**src/rtl/run_control.sv**
```systemverilog
// Run controller: holds the CPUs in reset, releases them for a bounded or
// unbounded run, and records which channels halted and how many cycles ran.
module run_control #(
    parameter int unsigned NCHAN        = 1,
    parameter int unsigned CNT_W        = 32,
    parameter int unsigned RESET_CYCLES = 10
) (
    input  logic             clk,
    input  logic             reset,
    input  logic             start,
    input  logic [CNT_W-1:0] limit,
    input  logic [NCHAN-1:0] halt,
    output logic             cpu_reset,
    output logic             running,
    output logic             done,
    output logic             timeout,
    output logic [NCHAN-1:0] halted,
    output logic [CNT_W-1:0] cycles
);

    localparam int unsigned    HOLD_W    = 16;
    localparam logic [HOLD_W-1:0] HOLD_LAST = HOLD_W'(RESET_CYCLES - 1);
    localparam logic [CNT_W-1:0]  CNT_MAX   = '1;

    typedef enum logic [2:0] {
        IDLE,
        HOLD,
        RUN,
        DONE,
        TIMEOUT
    } state_t;

    state_t            state, state_d;
    logic [HOLD_W-1:0] hold_cnt, hold_cnt_d;
    logic [CNT_W-1:0]  limit_q, limit_d;
    logic [CNT_W-1:0]  cycles_d, cycles_inc;
    logic [NCHAN-1:0]  halted_d, halt_acc;
    logic              cpu_reset_d, running_d, done_d, timeout_d;
    logic              all_halted, limit_hit;

    // Next-state and next-output logic; every register holds unless changed.
    always_comb begin
        state_d     = state;
        hold_cnt_d  = hold_cnt;
        limit_d     = limit_q;
        halted_d    = halted;
        cycles_d    = cycles;
        cpu_reset_d = cpu_reset;
        running_d   = running;
        done_d      = done;
        timeout_d   = timeout;

        halt_acc   = halted | halt;
        all_halted = &halt_acc;
        // Timeout fires on the last allowed RUN clock, so running lasts exactly limit cycles.
        limit_hit  = (limit_q != '0) && (cycles == (limit_q - CNT_W'(1)));
        cycles_inc = (cycles == CNT_MAX) ? cycles : (cycles + CNT_W'(1));

        case (state)
            IDLE, DONE, TIMEOUT: begin
                if (start) begin
                    state_d     = HOLD;
                    hold_cnt_d  = '0;
                    limit_d     = limit;
                    halted_d    = '0;
                    cycles_d    = '0;
                    cpu_reset_d = 1'b1;
                    running_d   = 1'b0;
                    done_d      = 1'b0;
                    timeout_d   = 1'b0;
                end
            end
            HOLD: begin
                if (hold_cnt == HOLD_LAST) begin
                    state_d     = RUN;
                    hold_cnt_d  = '0;
                    cpu_reset_d = 1'b0;
                    running_d   = 1'b1;
                end else begin
                    hold_cnt_d = hold_cnt + HOLD_W'(1);
                end
            end
            RUN: begin
                halted_d = halt_acc;
                cycles_d = cycles_inc;
                // All-halted takes precedence over a simultaneous limit hit.
                if (all_halted) begin
                    state_d   = DONE;
                    running_d = 1'b0;
                    done_d    = 1'b1;
                end else if (limit_hit) begin
                    state_d   = TIMEOUT;
                    running_d = 1'b0;
                    timeout_d = 1'b1;
                end
            end
            default: begin
                state_d     = IDLE;
                cpu_reset_d = 1'b1;
                running_d   = 1'b0;
            end
        endcase
    end

    // State and output registers with synchronous reset.
    always_ff @(posedge clk) begin
        if (reset) begin
            state     <= IDLE;
            hold_cnt  <= '0;
            limit_q   <= '0;
            halted    <= '0;
            cycles    <= '0;
            cpu_reset <= 1'b1;
            running   <= 1'b0;
            done      <= 1'b0;
            timeout   <= 1'b0;
        end else begin
            state     <= state_d;
            hold_cnt  <= hold_cnt_d;
            limit_q   <= limit_d;
            halted    <= halted_d;
            cycles    <= cycles_d;
            cpu_reset <= cpu_reset_d;
            running   <= running_d;
            done      <= done_d;
            timeout   <= timeout_d;
        end
    end

endmodule

```
**config.mk**
```make
export PLATFORM = sky130hd
export DESIGN_NAME = run_control
export DESIGN_NICKNAME = d
export VERILOG_FILES = /design/src/rtl/run_control.sv
export SDC_FILE = /design/constraint.sdc
export NUM_CORES = 1
export LEC_CHECK = 0
export ABC_CLOCK_PERIOD_IN_PS = 8800
export CAP_MARGIN = 20
export CELL_PAD_IN_SITES_DETAIL_PLACEMENT = 1
export CELL_PAD_IN_SITES_GLOBAL_PLACEMENT = 2
export CORE_ASPECT_RATIO = 0.75
export CORE_MARGIN = 2
export CORE_UTILIZATION = 34
export CTS_CLUSTER_SIZE = 16
export DETAILED_ROUTE_END_ITERATION = 7
export PLACE_DENSITY = 0.95
export SLEW_MARGIN = 20
export SYNTH_ARGS = -nofsm -noshare
export SYNTH_HDL_FRONTEND = slang
export SYNTH_SLANG_ARGS = --single-unit
```
**constraint.sdc**
```tcl
create_clock -name clk -period 8.8 [get_ports clk]
set_input_delay 1.76 -clock clk [delete_from_list [all_inputs] [get_ports clk]]
set_output_delay 1.76 -clock clk [all_outputs]
set_load 0.02 [all_outputs]
```
==> reports/metrics.cfg <==
[run_status]
status = finished, final reports clean

[pwr]
p_per_area_mw_per_mm2 = 226
pwr-share-comb_pct = 37.6
switchingPower_mw = 0.536
power_mw = 1.40
p_seq_share_pct = 35.6
ir_drop_v = 0.0000869
internal_power_mw = 0.860
sw_frac_of_total_pct = 38.4
clkPwrFrac_pct = 26.8
p_leak_nw = 2.11

[sta]
worst_pin_slew_ps = 1040
fin_crit_ps = 4210
tns_ps = 0
setup_ws_ps = 4590
skew_ps = 7.03
fmax_mhz = 238
finalSetupViolCount = 0
maxSlewHeadroom_pct = 30.0
post-route-period-util_pct = 47.8
finalMaxSlewViolations = 0
rsz0062_at_grt = no
finalHoldViolCount = 0

[clocking]
cts_num_sinks = 88
cts-root-buf = clkbuf_16
clk_pin_slew_ps = 60
cts_resized = 0
h-tree-depth = 3
cts_made_buffers = 9
clockBufferDepth = 2
cts_tree = yes
post_cts_buffers = 0
clock_latency_ps = 340
cts_hold_buf = 0

[grt]
grt_use_total_pct = 20.3
antenna_found_initial = 0
grt_pass1_wl_mm = 25.3
grt_max_degree = 54
grt_pass1_vias = 4952
gr-total-overflow = 0

[placement]
place_congestion = 0.907
post-place-ws_ps = 4260
io_buffer_count = 72
dpl_cell_area_mm2 = 0.00589
hpwl_mm = 11.5
post-place-cells = 891

[floorplan]
die_w_um = 145
rows = 38
pin_count = 73
initial_core_util_pct = 34.8
die_area_mm2 = 0.0158
die_h_um = 109
core_area_mm2 = 0.0145

[worst_hold_path]
hold_class = flop to flop

[logic_synthesis]
ys_ff_latch = 88
synthArstFlopShare_pct = 0
yosysTopAreaCell = dfxtp_1
synth_top_area_share_pct = 34.9
synth_edf_count = 0
ys_types = 61
ys_seq_area_share_pct = 34.9
synth_nets = 690
synth_cells = 650
syn_area_per_cell_um2 = 7.76
synth_area_leaders = dfxtp_1 (35%), nand2_1 (6.5%), xnor2_1 (6.1%)
synth_warnings = 0
syn_area_mm2 = 0.00504
synthFlopType = dfxtp_1

[setup_path]
critPathMaxFanout = 36
critical-path-top-delay-family = simple AND/OR/NAND/NOR gates
crit_path_end_kind = flop
startpoint_type = primary input
max_stage_delay_ps = 890
worst_path_max_delay_cell = nor4_1
worstPathCellList = clkdlybuf4s50_1 -> a21boi_2 -> buf_4 -> nor2_1 -> nor4_1 -> and3_1 -> xnor2_1 -> nor2_1
critPathKind = primary input to flop
crit_top_cell = nor2_1
worst-path-buf-inv = 2
critPathRequiredTime_ps = 9010
arrival_ps = 4420

[drt]
wl_per_cell_um = 17.2
drc = 0
vias = 4925
viasPerCell = 5.43
dr.pass1.iters = 4
drt_iter0_drc = 207
ant_nets = 0
wirelength_mm = 15.6

[finish]
area_delta_synth_final_pct = 22.5
regArea_mm2 = 0.00176
final_nets = 742
n_fill_cell = 1768
multi_input_area_mm2 = 0.00309
fin_area_mm2 = 0.00618
drive_above_1_share_pct = 6.08
antennaDiodeCount = 0
fin_cells = 907

[job]
drv_cap = 0

[synth_stat cells (all sizes together) (4+ instances only)]
cell / count
nand2: 87
a22oi: 6
and3: 6
nor2b: 4
xnor2: 36
xor2: 29
and2: 5
or4: 5
nor3: 18
or2: 11
o31ai: 4
nor2: 76
o21ai: 19
clkbuf: 30
or3: 13
nand3: 22
nand4: 25
nand2b: 8
inv: 15
nand4b: 4
and4: 7
nor4: 18
a21oi: 57
nand3b: 5
dfxtp: 88
ha: 4
[worst paths after layout]
path | startpoint | end | slack (ps) | depth (start not counted)
worst max register to register | limit_q[2]$_SDFFE_PP0P_ | state[1]$_SDFFE_PP0P_ | 5440 | 8
worst min register to register | limit_q[16]$_SDFFE_PP0P_ | limit_q[16]$_SDFFE_PP0P_ | 480 | 2
worst max-delay path | start | cycles[25]$_SDFFE_PP0P_ | 4590 | 8
worst min-delay path | limit_q[16]$_SDFFE_PP0P_ | limit_q[16]$_SDFFE_PP0P_ | 480 | 2
[area by class of cell]
| cell class | instances | area share [%] |
|---|---|---|
| Sequential cell | 88 | 28.5 |
| Clock buffer | 14 | 4.44 |
| Tap cell | 200 | 4.05 |
| Clock inverter | 2 | 0.203 |
| Multi-Input combinational cell | 514 | 50.0 |
| Timing Repair Buffer | 74 | 11.8 |
| Inverter | 15 | 0.912 |
[through the flow]
stage / hold WS, ps / utilization (%)
2_1_floorplan: 457 / -
3_3_place_gp: 474 / 40.6
3_5_place_dp: 480 / 40.6
4_1_cts: 492 / 42.6
5_1_grt: 522 / 42.6
6_report: 485 / 42.6
[registers in the layout (all words and copies together) (netlist names)]
name / count
state: 3
halted: 1
timeout: 1
cycles: 32
running: 1
limit_q: 32
done: 1
hold_cnt: 16
cpu_reset: 1
[placed cells by master, fill, tap and decap left out, types with 4 or more instances in the layout]
master           synthesis  routed
dfxtp_1                 88      88
nand2_1                 87      87
nor2_1                  76      76
clkdlybuf4s50_1          0      71
a21oi_1                 57      57
xnor2_1                 35      35
xor2_1                  29      29
nand4_1                 25      25
nand3_1                 22      22
o21ai_0                 19      19
nor3_1                  16      16
inv_1                   15      15
nor4_1                  15      15
or3_1                   13      13
or2_2                   11      11
clkbuf_16                0       9
nand2b_1                 8       8
and4_1                   7       7
and3_1                   6       6
a22oi_1                  6       6
and2_1                   5       5
nand3b_1                 5       5
nor2b_1                  4       4
o31ai_1                  4       4
nand4b_1                 4       4
ha_1                     4       4
[cells by family (layout without fill, tap and decap cells)]
kind of cell / Yosys count / after routing / synth area share, %
AOI/OAI and AO/OA: 117 / 117 / 14.4
xor gates and xnor gates: 65 / 65 / 11.4
adders and majority gates: 4 / 4 / 0.993
buffers and inverters: 48 / 105 / 3.82
DFF: 88 / 88 / 34.9
muxes: 3 / 3 / 0.621
and+or+nand+nor: 325 / 325 / 33.8
[worst reg2reg max path, delay by kind of cell, from the launching register on]
| family | cells | cell delay [ps] |
|---|---|---|
| compound gates | 4 | 1250 |
| flops | 1 | 420 |
| simple gates | 3 | 1460 |
| xor+xnor | 1 | 90 |
[power groups by stage]
stage / sequential, mW / clock, mW / combinational [mW]
final: 0.497 / 0.375 / 0.525
after global routing: 0.504 / 0.401 / 0.582
after CTS: 0.496 / 0.383 / 0.523
after detailed placement: 0.505 / 0 / 0.517
after global placement: 0.502 / 0 / 0.493
after floorplan: 0.486 / 0 / 0.391
[per-layer routing]
layer  part of all wire [%]  global-route usage, %  vias to the layer above
met1                     49                   27.4                     2435
li1                       -                      -                     2397
met2                     47                   33.5                       81
met5                      0                      0                        -
met4                   0.87                   4.92                        0
met3                    3.3                   4.22                       12
(Power assumes the default switching activity.)
